**src/rtl/decode_queue_if.sv**
```systemverilog
// Fetch-to-decode record handshake for the decode queue.
// The slave modport is the queue itself; master is the fetch/decode side.
interface decode_queue_if #(
    parameter int XLEN    = 32,
    parameter int CAUSE_W = 4
);
    logic               in_valid;
    logic               in_ready;
    logic [XLEN-1:0]    in_pc;
    logic [31:0]        in_instr;
    logic               in_exception;
    logic [CAUSE_W-1:0] in_ecause;
    logic [XLEN-1:0]    in_etval;

    logic               out_valid;
    logic               out_ready;
    logic [XLEN-1:0]    out_pc;
    logic [XLEN-1:0]    out_npc;
    logic [31:0]        out_instr;
    logic               out_rvc;
    logic               out_exception;
    logic [CAUSE_W-1:0] out_ecause;
    logic [XLEN-1:0]    out_etval;

    modport slave (
        input  in_valid, in_pc, in_instr,
        input  in_exception, in_ecause, in_etval,
        output in_ready,
        output out_valid, out_pc, out_npc, out_instr,
        output out_rvc, out_exception, out_ecause, out_etval,
        input  out_ready
    );

    modport master (
        output in_valid, in_pc, in_instr,
        output in_exception, in_ecause, in_etval,
        input  in_ready,
        input  out_valid, out_pc, out_npc, out_instr,
        input  out_rvc, out_exception, out_ecause, out_etval,
        output out_ready
    );
endinterface

```
**src/rtl/decode_queue.sv**
```systemverilog
// Instruction buffer between fetch and decode: DEPTH-entry FIFO of
// pc/instr/exception records with registered npc and optional bypass.
module decode_queue #(
    parameter int XLEN    = 32,
    parameter int DEPTH   = 4,
    parameter int CAUSE_W = 4,
    parameter int BYPASS  = 0
) (
    input  logic                   clk,
    input  logic                   rst,
    input  logic                   flush,
    decode_queue_if.slave          q,
    output logic [$clog2(DEPTH):0] count
);
    localparam int AW = $clog2(DEPTH);
    localparam int CW = AW + 1;
    localparam logic [CW-1:0] DEPTH_C = CW'(DEPTH);

    logic [XLEN-1:0]    pc_q    [DEPTH];
    logic [XLEN-1:0]    npc_q   [DEPTH];
    logic [31:0]        instr_q [DEPTH];
    logic               exc_q   [DEPTH];
    logic [CAUSE_W-1:0] cause_q [DEPTH];
    logic [XLEN-1:0]    etval_q [DEPTH];

    logic [AW-1:0] wptr_q, wptr_d;
    logic [AW-1:0] rptr_q, rptr_d;
    logic [CW-1:0] count_q, count_d;

    logic            byp;
    logic            push;
    logic            pop;
    logic            wr_en;
    logic            rd_en;
    logic [XLEN-1:0] in_npc;
    logic [XLEN-1:0] sel_npc;
    logic [31:0]     sel_instr;

    assign in_npc = q.in_pc
                  + ((q.in_instr[1:0] == 2'b11) ? XLEN'(4) : XLEN'(2));

    always_comb begin
        byp        = (BYPASS != 0) && (count_q == '0);
        q.in_ready = rst & ~flush & (count_q < DEPTH_C);
        q.out_valid = rst & ~flush
                    & (byp ? q.in_valid : (count_q != '0));
        push  = q.in_valid & q.in_ready;
        pop   = q.out_valid & q.out_ready;
        // A bypassed record that decode takes at once never lands in storage
        wr_en = push & ~(byp & q.out_ready);
        rd_en = pop & ~byp;
    end

    always_comb begin
        if (byp) begin
            q.out_pc        = q.in_pc;
            sel_npc         = in_npc;
            sel_instr       = q.in_instr;
            q.out_exception = q.in_exception;
            q.out_ecause    = q.in_ecause;
            q.out_etval     = q.in_etval;
        end else begin
            q.out_pc        = pc_q[rptr_q];
            sel_npc         = npc_q[rptr_q];
            sel_instr       = instr_q[rptr_q];
            q.out_exception = exc_q[rptr_q];
            q.out_ecause    = cause_q[rptr_q];
            q.out_etval     = etval_q[rptr_q];
        end
        q.out_instr = sel_instr;
        q.out_rvc   = (sel_instr[1:0] != 2'b11);
        q.out_npc   = q.out_valid ? sel_npc : '0;
    end

    always_comb begin
        wptr_d  = wptr_q + AW'(wr_en);
        rptr_d  = rptr_q + AW'(rd_en);
        count_d = count_q + CW'(wr_en) - CW'(rd_en);
        if (flush) begin
            wptr_d  = '0;
            rptr_d  = '0;
            count_d = '0;
        end
    end

    always_ff @(posedge clk) begin
        if (!rst) begin
            wptr_q  <= '0;
            rptr_q  <= '0;
            count_q <= '0;
            for (int i = 0; i < DEPTH; i++) begin
                pc_q[i]    <= '0;
                npc_q[i]   <= '0;
                instr_q[i] <= '0;
                exc_q[i]   <= 1'b0;
                cause_q[i] <= '0;
                etval_q[i] <= '0;
            end
        end else begin
            wptr_q  <= wptr_d;
            rptr_q  <= rptr_d;
            count_q <= count_d;
            if (wr_en) begin
                pc_q[wptr_q]    <= q.in_pc;
                npc_q[wptr_q]   <= in_npc;
                instr_q[wptr_q] <= q.in_instr;
                exc_q[wptr_q]   <= q.in_exception;
                cause_q[wptr_q] <= q.in_ecause;
                etval_q[wptr_q] <= q.in_etval;
            end
        end
    end

    assign count = count_q;
endmodule

```
**src/flat_wrapper.sv**
```systemverilog
// flat-port wrapper written by rule: the top's interface ports become plain ports
module decode_queue_flat 
#(
    parameter int XLEN    = 32,
    parameter int DEPTH   = 4,
    parameter int CAUSE_W = 4,
    parameter int BYPASS  = 0
)
  (clk, rst, flush, count, q_in_valid, q_in_pc, q_in_instr, q_in_exception, q_in_ecause, q_in_etval, q_in_ready, q_out_valid, q_out_pc, q_out_npc, q_out_instr, q_out_rvc, q_out_exception, q_out_ecause, q_out_etval, q_out_ready);
  decode_queue_if #(.XLEN(XLEN), .CAUSE_W(CAUSE_W)) q_i ();
  input  logic clk;
  input  logic rst;
  input  logic flush;
  output logic [$clog2(DEPTH):0] count;
  input wire logic [$bits(q_i.in_valid)-1:0] q_in_valid;
  input wire logic [$bits(q_i.in_pc)-1:0] q_in_pc;
  input wire logic [$bits(q_i.in_instr)-1:0] q_in_instr;
  input wire logic [$bits(q_i.in_exception)-1:0] q_in_exception;
  input wire logic [$bits(q_i.in_ecause)-1:0] q_in_ecause;
  input wire logic [$bits(q_i.in_etval)-1:0] q_in_etval;
  output wire logic [$bits(q_i.in_ready)-1:0] q_in_ready;
  output wire logic [$bits(q_i.out_valid)-1:0] q_out_valid;
  output wire logic [$bits(q_i.out_pc)-1:0] q_out_pc;
  output wire logic [$bits(q_i.out_npc)-1:0] q_out_npc;
  output wire logic [$bits(q_i.out_instr)-1:0] q_out_instr;
  output wire logic [$bits(q_i.out_rvc)-1:0] q_out_rvc;
  output wire logic [$bits(q_i.out_exception)-1:0] q_out_exception;
  output wire logic [$bits(q_i.out_ecause)-1:0] q_out_ecause;
  output wire logic [$bits(q_i.out_etval)-1:0] q_out_etval;
  input wire logic [$bits(q_i.out_ready)-1:0] q_out_ready;
  assign q_i.in_valid = q_in_valid;
  assign q_i.in_pc = q_in_pc;
  assign q_i.in_instr = q_in_instr;
  assign q_i.in_exception = q_in_exception;
  assign q_i.in_ecause = q_in_ecause;
  assign q_i.in_etval = q_in_etval;
  assign q_in_ready = q_i.in_ready;
  assign q_out_valid = q_i.out_valid;
  assign q_out_pc = q_i.out_pc;
  assign q_out_npc = q_i.out_npc;
  assign q_out_instr = q_i.out_instr;
  assign q_out_rvc = q_i.out_rvc;
  assign q_out_exception = q_i.out_exception;
  assign q_out_ecause = q_i.out_ecause;
  assign q_out_etval = q_i.out_etval;
  assign q_i.out_ready = q_out_ready;
  decode_queue #(.XLEN(XLEN), .DEPTH(DEPTH), .CAUSE_W(CAUSE_W), .BYPASS(BYPASS)) u_core (.clk(clk), .rst(rst), .flush(flush), .q(q_i), .count(count));
endmodule
```
**config.mk**
```make
export PLATFORM = sky130hd
export DESIGN_NAME = decode_queue_flat
export DESIGN_NICKNAME = d
export VERILOG_FILES = /design/src/rtl/decode_queue_if.sv /design/src/rtl/decode_queue.sv /design/src/flat_wrapper.sv
export SDC_FILE = /design/constraint.sdc
export NUM_CORES = 1
export LEC_CHECK = 0
export BUFFER_PORTS_ARGS = -buffer_cell sky130_fd_sc_hd__buf_2
export CELL_PAD_IN_SITES_DETAIL_PLACEMENT = 0
export CELL_PAD_IN_SITES_GLOBAL_PLACEMENT = 2
export CORE_MARGIN = 2
export CORE_UTILIZATION = 40
export CTS_CLUSTER_SIZE = 20
export DETAILED_ROUTE_END_ITERATION = 10
export GPL_TIMING_DRIVEN = 1
export PLACE_DENSITY = 0.77
export RECOVER_POWER = 100
export SYNTH_ARGS = -nofsm -noshare
export SYNTH_HDL_FRONTEND = slang
export SYNTH_SLANG_ARGS = --single-unit
export TNS_END_PERCENT = 20
```
**constraint.sdc**
```tcl
create_clock -name clk -period 10.5 [get_ports clk]
set_clock_uncertainty 0.1 [all_clocks]
set_input_delay 0 -clock clk [delete_from_list [all_inputs] [get_ports clk]]
set_output_delay 0 -clock clk [all_outputs]
set_load 0.005 [all_outputs]
```
* After elaboration in Yosys (flattened, before gate mapping)
Memory sizes are Yosys's and may differ from the RTL's. A register that Yosys moved wholly into a read port is not among the register bits. Index checks and enable logic that the tools add are counted.
Storage, ports and cells: register bits after elaboration 7, RAM bits 532, output and inout bits 139, word-level logic and storage cells 62, memories 6
Cells by class: $add $sub $neg 5, $lt $le $gt $ge 1, eq/ne operators 2, mux-type cells 30, bitwise operators 7, reductions and logical operators 8
Memories:
- u_core.etval_q | depth 4, bits a word 32, rd ports 1, clocked after memory_dff 1, write ports 4, RTL line decode_queue.sv:24 | logic [XLEN-1:0] etval_q [DEPTH];
- u_core.instr_q | depth 4, bits a word 32, rd ports 1, clocked after memory_dff 1, write ports 4, RTL line decode_queue.sv:21 | logic [31:0] instr_q [DEPTH];
- u_core.npc_q | depth 4, bits a word 32, rd ports 1, clocked after memory_dff 1, write ports 4, RTL line decode_queue.sv:20 | logic [XLEN-1:0] npc_q [DEPTH];
- u_core.pc_q | depth 4, bits a word 32, rd ports 1, clocked after memory_dff 1, write ports 4, RTL line decode_queue.sv:19 | logic [XLEN-1:0] pc_q [DEPTH];
- u_core.cause_q | depth 4, bits a word 4, rd ports 1, clocked after memory_dff 1, write ports 4, RTL line decode_queue.sv:23 | logic [CAUSE_W-1:0] cause_q [DEPTH];
- u_core.exc_q | depth 4, bits a word 1, rd ports 1, clocked after memory_dff 1, write ports 4, RTL line decode_queue.sv:22 | logic exc_q [DEPTH];
Operators with widths (number):
- $mux W32 | 5
- $reduce_or A32 Y1 | 4
- $add A32 B32 Y32 | 1
- $mux W2 | 12
- $mux W1 | 11
- $and A1 B1 Y1 | 5
- $add A2 B1 Y2 | 2
- $mux W4 | 1
- $reduce_or A4 Y1 | 1
- $add A3 B1 Y3 | 1
- $lt A3 B3 Y1 const B | 1
- $mux W3 | 1
- $reduce_bool A3 Y1 | 1
- $sub A3 B1 Y3 | 1
- $eq A2 B2 Y1 const B | 1
- $ne A2 B2 Y1 const B | 1
- $not A1 Y1 | 2
- $reduce_or A2 Y1 | 1
- $reduce_or A1 Y1 | 1

* Logic depth before layout (Yosys ltp)
word-level depth 9, gate-level depth with buffers 13, depth with buffers taken out 12

* Least setup slack after synthesis
No wires, ideal clock.
kind flip-flop to flip-flop, from reg u_core.count_q[2], in the netlist u_core.count[2], to mem u_core.cause_q[2][0], enable pin, arrival time 3795 ps, path slack 5470 ps, stages on the path, launching flop included 8, path buffers 4, clock period less this slack 5030 ps, path through dfxtp_1 -> nand4bb_1 -> clkbuf_1 -> or3_1 -> buf_2 -> buf_1 -> buf_1 -> nand2_1
RTL lines:
- start, declared | RTL line decode_queue.sv:28 | logic [CW-1:0] count_q, count_d;
- start signal, assigned | RTL line decode_queue.sv:102 | count_q <= count_d;
- end, declared | RTL line decode_queue.sv:23

==> run_results.csv <==
group,metric,value,unit
status,status,"complete, but fails checks",
status,violations,"max-capacitance violations, max-slew violations",
clock_network,cts_tree,"built",
worst_hold_path,min-delay-start,"q_in_instr[19]",
critical_path,cp_slowest_cell,"clkbuf_1",
sta,setup-violations-final,0,
die,die_w,249,um
yosys,synthCells,1527,
grt,overflow,0,
sta,fin_crit,7.46,ns
sta,clock.fmax,134,MHz
sta,relSlewSlack,-1.78,
clock_network,cts_sinks,535,
layout,stdcell_count,2670,
critical_path,cp.required,10.32,ns
critical_path,path_cells,"nand4bb_2 > clkbuf_1 > clkinv_2 > nand3_1 > nand2_1 > clkbuf_2",
power_and_ir_drop,leakagePower,10.2,nW
clock_network,clkSlewWorstSetupHoldPaths,0.06,ns
layout,area_growth,19.3,%
sta,fin_crit_sh,0.710,
critical_path,cp.arrival,7.28,ns
run,cap_violations,16,
sta,hold-worst-slack,0.138,ns
critical_path,end_kind,"flop",
sta,rsz0062_at_grt,"no",
placed_design,place_congestion,0.741,
yosys,synth_seq_cells,535,
layout,stdcell_area,28600,um^2
sta,max_slew.worst_pin.slew,4.18,ns
yosys,synth_edf_count,525,
power_and_ir_drop,vdd_drop_max,0.122,mV
grt,grt_pass1_wl,92.0,mm
die,die-area,62000,um^2
yosys,yosysWarnings,0,
sta,hold_violations,0,
routing,drc,0,
placed_design,dp_cells,2461,
clock_network,worstSkewPairLatency,0.61,ns
layout,multi_input_area,7550,um^2
grt,antenna_found_initial,2,
layout,final_nets,1966,
clock_network,cts_max_level,2,
placed_design,place_area,26000,um^2
die,core,59100,um^2
critical_path,cp_num_buf_inv,3,
die,io_pins,245,
routing,drt-pass1-iter-count,5,
placed_design,dp_hpwl,35.1,mm
critical_path,crit_start,"u_core.count[2]$_SDFF_PP0_",
sta,setup_tns,0,ns
grt,grt_pass1_vias,14500,
yosys,yosysSeqAreaShare,0.665,
clock_network,cts_buffer_depth,3,
die,die_y,249,um
yosys,synth_area_per_cell,15.7,um^2
layout,seqCellArea,16000,um^2
critical_path,rr_startpoint,"u_core.count[2]$_SDFF_PP0_",
yosys,yosysUniqueCellTypes,42,
routing,drt_first_iter_violations,1141,
routing,wl_per_cell,22.8,um
layout,drive_above_1_share,0.226,
critical_path,r2r_slack,3.04,ns
die,start_util,0.406,
sta,maxSlewViolCount,737,
grt,grt_usage,0.197,
critical_path,cp_top_family,"buffers and inverters",
critical_path,max_stage_delay,1.91,ns
worst_hold_path,hp-class,"in -> reg",
die,rows,89,
clock_network,cts_buffers,56,
placed_design,io_buffers,244,
routing,via_per_inst,5.21,
grt,grt_max_degree,67,
yosys,syn_nets,1641,
yosys,syn_area,24000,um^2
power_and_ir_drop,pwr_density_cell,162,nW/um^2
yosys,synth_flop_cell,"edfxtp_1",
routing,routed_wl,61.0,mm
clock_network,root_buffer,"clkbuf_16",
yosys,async_flop_share,0,
layout,nFillCells,5154,
routing,ant_nets,0,
critical_path,start_kind,"flop",
routing,vias,13900,
critical_path,cp_max_fo,66,
critical_path,critical_path_class,"reg -> reg",
==> synth_stat cells, drive strengths merged (12+ instances only) <==
| library cell | n | area, um^2 |
|---|---|---|
| nand3 | 12 | 60.1 |
| nand2 | 35 | 131 |
| nor2b | 33 | 206 |
| clkbuf | 78 | 294 |
| mux2 | 26 | 293 |
| mux4 | 132 | 2970 |
| buf | 29 | 131 |
| nor2 | 91 | 342 |
| inv | 28 | 105 |
| edfxtp | 525 | 15800 |
| and2 | 374 | 2340 |
| a21oi | 44 | 220 |
==> final timing paths <==
path / end / depth (start not counted)
max: u_core.pc_q[3][17]$_DFFE_PP_ / 6
min: u_core.instr_q[1][19]$_SDFFCE_PN0P_ / 3
max reg2reg: u_core.pc_q[3][17]$_DFFE_PP_ / 6
min reg2reg: u_core.exc_q[0]$_DFF_P_ / 2
==> cells by family (layout without fill, tap and decap cells) <==
group           after synthesis  after routing  synth area share
compound gates               62             62            0.0142
xor+xnor                     11             11           0.00401
fa+ha+maj                     8              8           0.00480
buf+inv                     135            503            0.0221
flops                       535            535             0.665
mux                         168            168             0.140
other cells                   0              2                 0
simple gates                608            608             0.149
==> stage by stage <==
stage	setup slack [ns]	utilization	power, mW
4_1_cts	5.14	0.487	4.69
5_1_grt	2.57	0.484	4.80
6_report	3.04	0.484	4.64
3_5_place_dp	5.17	0.440	2.76
3_3_place_gp	5.24	0.440	2.76
2_1_floorplan	5.47	-	2.64
==> where the power goes <==
part	switching (mW)	internal [mW]	total [mW]
Clock	0.820	1.08	1.90
Sequential	0.0225	2.44	2.46
Combinational	0.166	0.113	0.279
==> worst reg2reg max path: cells and delay by family (launching register included) <==
kind          cells  cell delay (ns)
buf+inv           3             4.72
flops             1             0.45
simple gates      3             1.37
==> cells in the final DEF, fill, tap and decap left out, drive strengths merged, types with 10 or more instances in the layout <==
| cell | count |
|---|---|
| mux2i | 10 |
| edfxtp | 525 |
| buf | 168 |
| clkbuf | 162 |
| dlygate4sd3 | 106 |
| nand2 | 35 |
| mux2 | 26 |
| nand2b | 10 |
| nand3 | 12 |
| mux4 | 132 |
| nor2 | 91 |
| or4 | 10 |
| clkinv | 34 |
| and2 | 374 |
| a21oi | 44 |
| inv | 29 |
| nor2b | 33 |
| dfxtp | 10 |
==> final cells by class <==
cell class | count | area share
Tap cell | 773 | 0.0338
Inverter | 28 | 0.00372
Sequential cell | 535 | 0.558
Clock buffer | 62 | 0.0505
Multi-Input combinational cell | 857 | 0.264
Timing Repair Buffer | 374 | 0.0806
Clock inverter | 39 | 0.00983
Antenna cell | 2 | 0.000175
==> per-layer routing <==
layer  wire length [um]  track usage
met2              29700        0.321
met1              26400        0.272
met5                 14            0
met3               3630       0.0388
met4               1250       0.0513
==> timing repair <==
action,in CTS,in global routing
hold buffers,106,0
endpoints found under the setup margin,0,0
setup buffers,0,0
gates resized for setup,0,0
hold endpoints to repair,525,0
==> registers in the layout, summed over array words and instances, names as in the netlist <==
signal          count
u_core.exc_q        4
u_core.rptr_q       2
u_core.cause_q     16
u_core.count        3
u_core.wptr_q       2
u_core.pc_q       125
u_core.npc_q      127
u_core.etval_q    128
u_core.instr_q    128
Power figures use the tool's default switching activity.
